<file path="config.mk">
export PLATFORM = sky130hd
export DESIGN_NAME = serial_add_ctrl
export DESIGN_NICKNAME = d
export VERILOG_FILES = /design/src/rtl/serial_add_ctrl.sv
export SDC_FILE = /design/constraint.sdc
export NUM_CORES = 1
export LEC_CHECK = 0
export ABC_CLOCK_PERIOD_IN_PS = 8600
export BUFFER_PORTS_ARGS = -buffer_cell sky130_fd_sc_hd__buf_2
export CORE_ASPECT_RATIO = 2
export CORE_MARGIN = 2
export CORE_UTILIZATION = 44
export DETAILED_ROUTE_END_ITERATION = 16
export GPL_TIMING_DRIVEN = 0
export PLACE_DENSITY = 0.67
export SETUP_SLACK_MARGIN = 0.2
export SYNTH_ARGS = -nofsm -noshare
export SYNTH_HDL_FRONTEND = slang
export SYNTH_SLANG_ARGS = --single-unit
</file>
<file path="constraint.sdc">
create_clock -name clk -period 8.6 [get_ports clk]
set_input_delay 1.72 -clock clk [delete_from_list [all_inputs] [get_ports clk]]
set_output_delay 1.72 -clock clk [all_outputs]
set_load 0.02 [all_outputs]
</file>
<file path="src/rtl/serial_add_ctrl.sv">
// Bit-serial (nibble-serial) add/subtract controller: one shared 4-bit adder slice
// is stepped LSB-first across WIDTH bits, with valid/ready handshakes on both sides.
module serial_add_ctrl #(
  parameter int WIDTH = 16
) (
  input  logic             clk,
  input  logic             rst_n,
  input  logic             in_valid,
  output logic             in_ready,
  input  logic [WIDTH-1:0] op_a,
  input  logic [WIDTH-1:0] op_b,
  input  logic             op_cin,
  input  logic             op_sub,
  output logic             out_valid,
  input  logic             out_ready,
  output logic [WIDTH-1:0] result,
  output logic             cout,
  output logic             ovf,
  output logic             busy
);

  localparam int NSLICE = WIDTH / 4;
  localparam int IDX_W  = (NSLICE > 1) ? $clog2(NSLICE) : 1;
  localparam logic [IDX_W-1:0] LAST_IDX = IDX_W'(NSLICE - 1);

  typedef enum logic [1:0] {
    IDLE = 2'd0,
    RUN  = 2'd1,
    DONE = 2'd2
  } state_t;

  state_t             state_q, state_d;
  logic [WIDTH-1:0]   a_q, a_d;
  logic [WIDTH-1:0]   b_q, b_d;
  logic [WIDTH-1:0]   result_q, result_d;
  logic               carry_q, carry_d;
  logic               cout_q, cout_d;
  logic               ovf_q, ovf_d;
  logic [IDX_W-1:0]   idx_q, idx_d;

  logic [3:0]         slice_a, slice_b;
  logic [4:0]         slice_sum;

  always_comb begin
    // NOTE: every variable gets a default first, so no path through the case leaves one unassigned (no latches).
    slice_a   = a_q[4*idx_q +: 4];
    slice_b   = b_q[4*idx_q +: 4];
    slice_sum = {1'b0, slice_a} + {1'b0, slice_b} + {4'b0000, carry_q};

    state_d  = state_q;
    a_d      = a_q;
    b_d      = b_q;
    result_d = result_q;
    carry_d  = carry_q;
    cout_d   = cout_q;
    ovf_d    = ovf_q;
    idx_d    = idx_q;

    unique case (state_q)
      IDLE: begin
        if (in_valid) begin
          a_d     = op_a;
          b_d     = op_sub ? ~op_b : op_b;
          carry_d = op_sub | op_cin;
          idx_d   = '0;
          state_d = RUN;
        end
      end
      RUN: begin
        result_d[4*idx_q +: 4] = slice_sum[3:0];
        carry_d                = slice_sum[4];
        idx_d                  = idx_q + IDX_W'(1);
        if (idx_q == LAST_IDX) begin
          // Signed overflow: operands agree in sign but the top sum bit does not.
          cout_d  = slice_sum[4];
          ovf_d   = (a_q[WIDTH-1] == b_q[WIDTH-1]) && (slice_sum[3] != a_q[WIDTH-1]);
          idx_d   = '0;
          state_d = DONE;
        end
      end
      DONE: begin
        if (out_ready) state_d = IDLE;
      end
      default: state_d = IDLE;
    endcase
  end

  // NOTE: all datapath registers, not just the state, are reset so an aborted op leaves no residue.
  always_ff @(posedge clk or negedge rst_n) begin
    if (!rst_n) begin
      state_q  <= IDLE;
      a_q      <= '0;
      b_q      <= '0;
      result_q <= '0;
      carry_q  <= 1'b0;
      cout_q   <= 1'b0;
      ovf_q    <= 1'b0;
      idx_q    <= '0;
    end else begin
      // NOTE: non-blocking assignments so every flop samples the pre-edge values.
      state_q  <= state_d;
      a_q      <= a_d;
      b_q      <= b_d;
      result_q <= result_d;
      carry_q  <= carry_d;
      cout_q   <= cout_d;
      ovf_q    <= ovf_d;
      idx_q    <= idx_d;
    end
  end

  // Handshake flags decode straight from the state register; no input-to-output path.
  assign in_ready  = (state_q == IDLE);
  assign out_valid = (state_q == DONE);
  assign busy      = (state_q == RUN) || (state_q == DONE);
  assign result    = result_q;
  assign cout      = cout_q;
  assign ovf       = ovf_q;

endmodule

</file>
==> impl_metrics.ini <==
[run_status]
status = finished, final reports clean

[timing]
finalCritPeriodShare_pct = 35.4
finalHoldViolCount = 0
rsz0062_at_grt = no
post-route-min-period_ns = 3.04
timing.fmax_ghz = 0.329
finalClockSkew_ns = 0.00628
setup_viol = 0
tightest_slew_ns = 1.20
tns_ns = 0
relSlewSlack_pct = 20.2
slew_viol_final = 0

[power]
p_clk_share_pct = 16.0
p_seq_share_pct = 32.7
p_int_mw = 0.783
ir_drop_mv = 0.151
p_total_mw = 1.33
switching_power_mw = 0.543
p_sw_share_pct = 40.9
power.density_nw_per_um2 = 408
comb_power_share_pct = 51.3
p_leak_nw = 1.56

[global_route]
overflow = 0
grtUsageTotal_pct = 18.1
grt_max_degree = 56
antenna_found_initial = 0
grt_pass1_vias = 2011
grt_pass1_wl_um = 9200

[setup_path]
worstSetupStartpoint = idx_q[0]$_DFFE_PN0P_
reg2reg_slack_ns = 5.56
critPathBufInv = 1
crit_slowest_cell = dfrtp_1
reg2regPathDepth = 7
worst_path_largest_cell_delay_ns = 0.58
r2r_end = ovf$_DFFE_PN0P_
arrival_ns = 3.22
reg2reg_from = idx_q[0]$_DFFE_PN0P_
cp_max_fo = 10
cp_data_required_time_ns = 8.78
cp_cell_sequence = buf_4, mux4_2, fa_1, a21o_1, a21oi_2, mux2_2, a211o_1
endpoint_kind = register
cp_top_family = multiplexers
worstSetupPathType = register to register
critPathLaunchType = register

[routing]
wire_per_inst_um = 15.6
vias_per_cell = 5.36
drc_errors = 0
final_antenna_net_count = 0
dr.pass1.iters = 4
routed_wl_um = 5510
initialDrtViolationCount = 48
num_vias = 1896

[clock_network]
tritoncts = built
root_buffer = clkbuf_16
cts_max_path_buffers = 2
clock_latency_ns = 0.29
cts.clk_slew.worst_paths_ns = 0.07
cts_setup_buffers = 0
cts_sinks = 55
hold_buffers = 0
post_cts_resized = 0
htreeDepth = 2
cts_made_buffers = 5

[floorplanning]
row_count = 40
fp.coreArea_sq_um = 6010
die_w_um = 59.7
die_h_um = 115
ios = 59
die_area_sq_um = 6880
start_util_pct = 45.4

[finish]
syn2layout_area_growth_pct = 19.2
fin_cells = 354
final_cell_area_sq_um = 3250
num_antenna_cells = 0
final_util_pct = 54.1
drive_gt1_share_pct = 35.1
final_nets = 342

[synthesis]
synth_seq_cells = 55
yosys_warnings = 0
avgSynthCellArea_sq_um = 12.1
yosysSeqAreaShare_pct = 50.5
yosysUniqueCellTypes = 33
synth_fp_nets = 278
syn_area_sq_um = 2730
syn_inst = 226

[worst_hold_path]
min_from = b_q[14]$_DFFE_PN0P_
hp-class = register to register
holdPathEnd = b_q[14]$_DFFE_PN0P_
whs_path_depth = 2

[job]
cap_violations = 0

[place]
dpl.hpwl_um = 4400
gp_congestion = 0.781
dpl_cell_area_sq_um = 3090
portBuffers = 57
dp_cells = 346
logic make-up (layout without fill, tap and decap cells):
kind of cell	after synthesis	count (layout)	share of synthesized area, %
adders and majority gates	14	14	6.98
and+or+nand+nor	48	48	8.17
AOI/OAI and AO/OA	46	46	11.2
muxes	27	27	14.4
xor gates and xnor gates	18	18	5.78
DFF	55	55	50.5
buffers and inverters	18	83	3.03
routing by layer:
| metal | track usage [%] | vias up | share of wire [%] |
|---|---|---|---|
| met3 | 2.81 | 11 | 2.9 |
| met1 | 18.1 | 910 | 35 |
| met4 | 9.78 | 0 | 3.2 |
| li1 | - | 929 | - |
| met5 | 0 | - | 0 |
| met2 | 33.6 | 46 | 58 |
cells in the final DEF, fill, tap and decap left out, drive strengths merged, types with 8 or more instances in the layout:
cell     n
dfrtp   55
o21ai   22
a22o    13
mux2    18
ha      12
clkbuf   9
nand2   31
inv      8
mux4     8
xnor2   17
buf     65
how the worst max path moves through the flow:
stage                       endpoint  slack [ns]  cells past startpoint
5_1_grt        result[2]$_DFFE_PN0P_        5.35                      7
3_3_place_gp         ovf$_DFFE_PN0P_        5.56                      7
4_1_cts              ovf$_DFFE_PN0P_        5.52                      7
2_1_floorplan        ovf$_DFFE_PN0P_        5.85                      7
6_report             ovf$_DFFE_PN0P_        5.56                      7
3_5_place_dp         ovf$_DFFE_PN0P_        5.53                      7
sequential cells by signal (all words and copies together), names as in the netlist:
name     count
a_q         16
b_q         16
result      16
idx_q        2
state_q      2
carry_q      1
cout         1
ovf          1
synth_stat cells:
library cell	number	area share [%]
o21ai_0	22	4.0
mux2i_1	1	0.37
and4b_1	1	0.37
and4_1	2	0.64
xor2_1	1	0.32
buf_2	6	1.1
xnor2_1	17	5.5
a21oi_1	4	0.73
buf_4	2	0.55
dfrtp_1	55	50
nor2b_1	2	0.46
clkbuf_1	2	0.28
mux4_2	8	6.6
nand2_1	31	4.3
o22ai_1	1	0.23
nor3b_1	2	0.55
a22oi_2	1	0.46
a21oi_2	1	0.32
nand3_1	1	0.18
nand4_1	1	0.23
a21o_1	1	0.28
inv_2	1	0.14
a211o_1	1	0.32
a22o_1	13	4.2
or4_1	2	0.55
inv_1	7	0.96
fa_1	2	1.5
ha_1	12	5.5
a32o_1	1	0.37
nor2_1	5	0.69
mux2_2	18	7.4
a31oi_1	1	0.23
nand2b_1	1	0.23
through the flow:
stage | worst slack [ns] | hold slack [ns]
after global placement | 5.56 | 0.459
after detailed placement | 5.53 | 0.467
after CTS | 5.52 | 0.482
final | 5.56 | 0.477
after floorplan | 5.85 | 0.445
after global routing | 5.35 | 0.507
power by group through the flow:
| stage | logic [mW] | registers (mW) | clock network, mW |
|---|---|---|---|
| 4_1_cts | 0.692 | 0.436 | 0.216 |
| 2_1_floorplan | 0.479 | 0.451 | 0 |
| 3_5_place_dp | 0.690 | 0.441 | 0 |
| 5_1_grt | 0.761 | 0.449 | 0.224 |
| 3_3_place_gp | 0.678 | 0.436 | 0 |
| 6_report | 0.680 | 0.434 | 0.212 |
cell type report:
class	instances	area, sq um
Buffer	10	52.6
Clock buffer	7	153
Clock inverter	1	7.51
Fill cell	550	2760
Inverter	8	30.0
Multi-Input combinational cell	153	1270
Sequential cell	55	1380
Tap cell	63	78.8
Timing Repair Buffer	57	285
worst min-delay path: stages (launching register included):
cell     delay, ns
dfrtp_1       0.34
nand2_1       0.04
o21ai_0       0.06
Note: power is estimated with default switching activity, not from simulation.
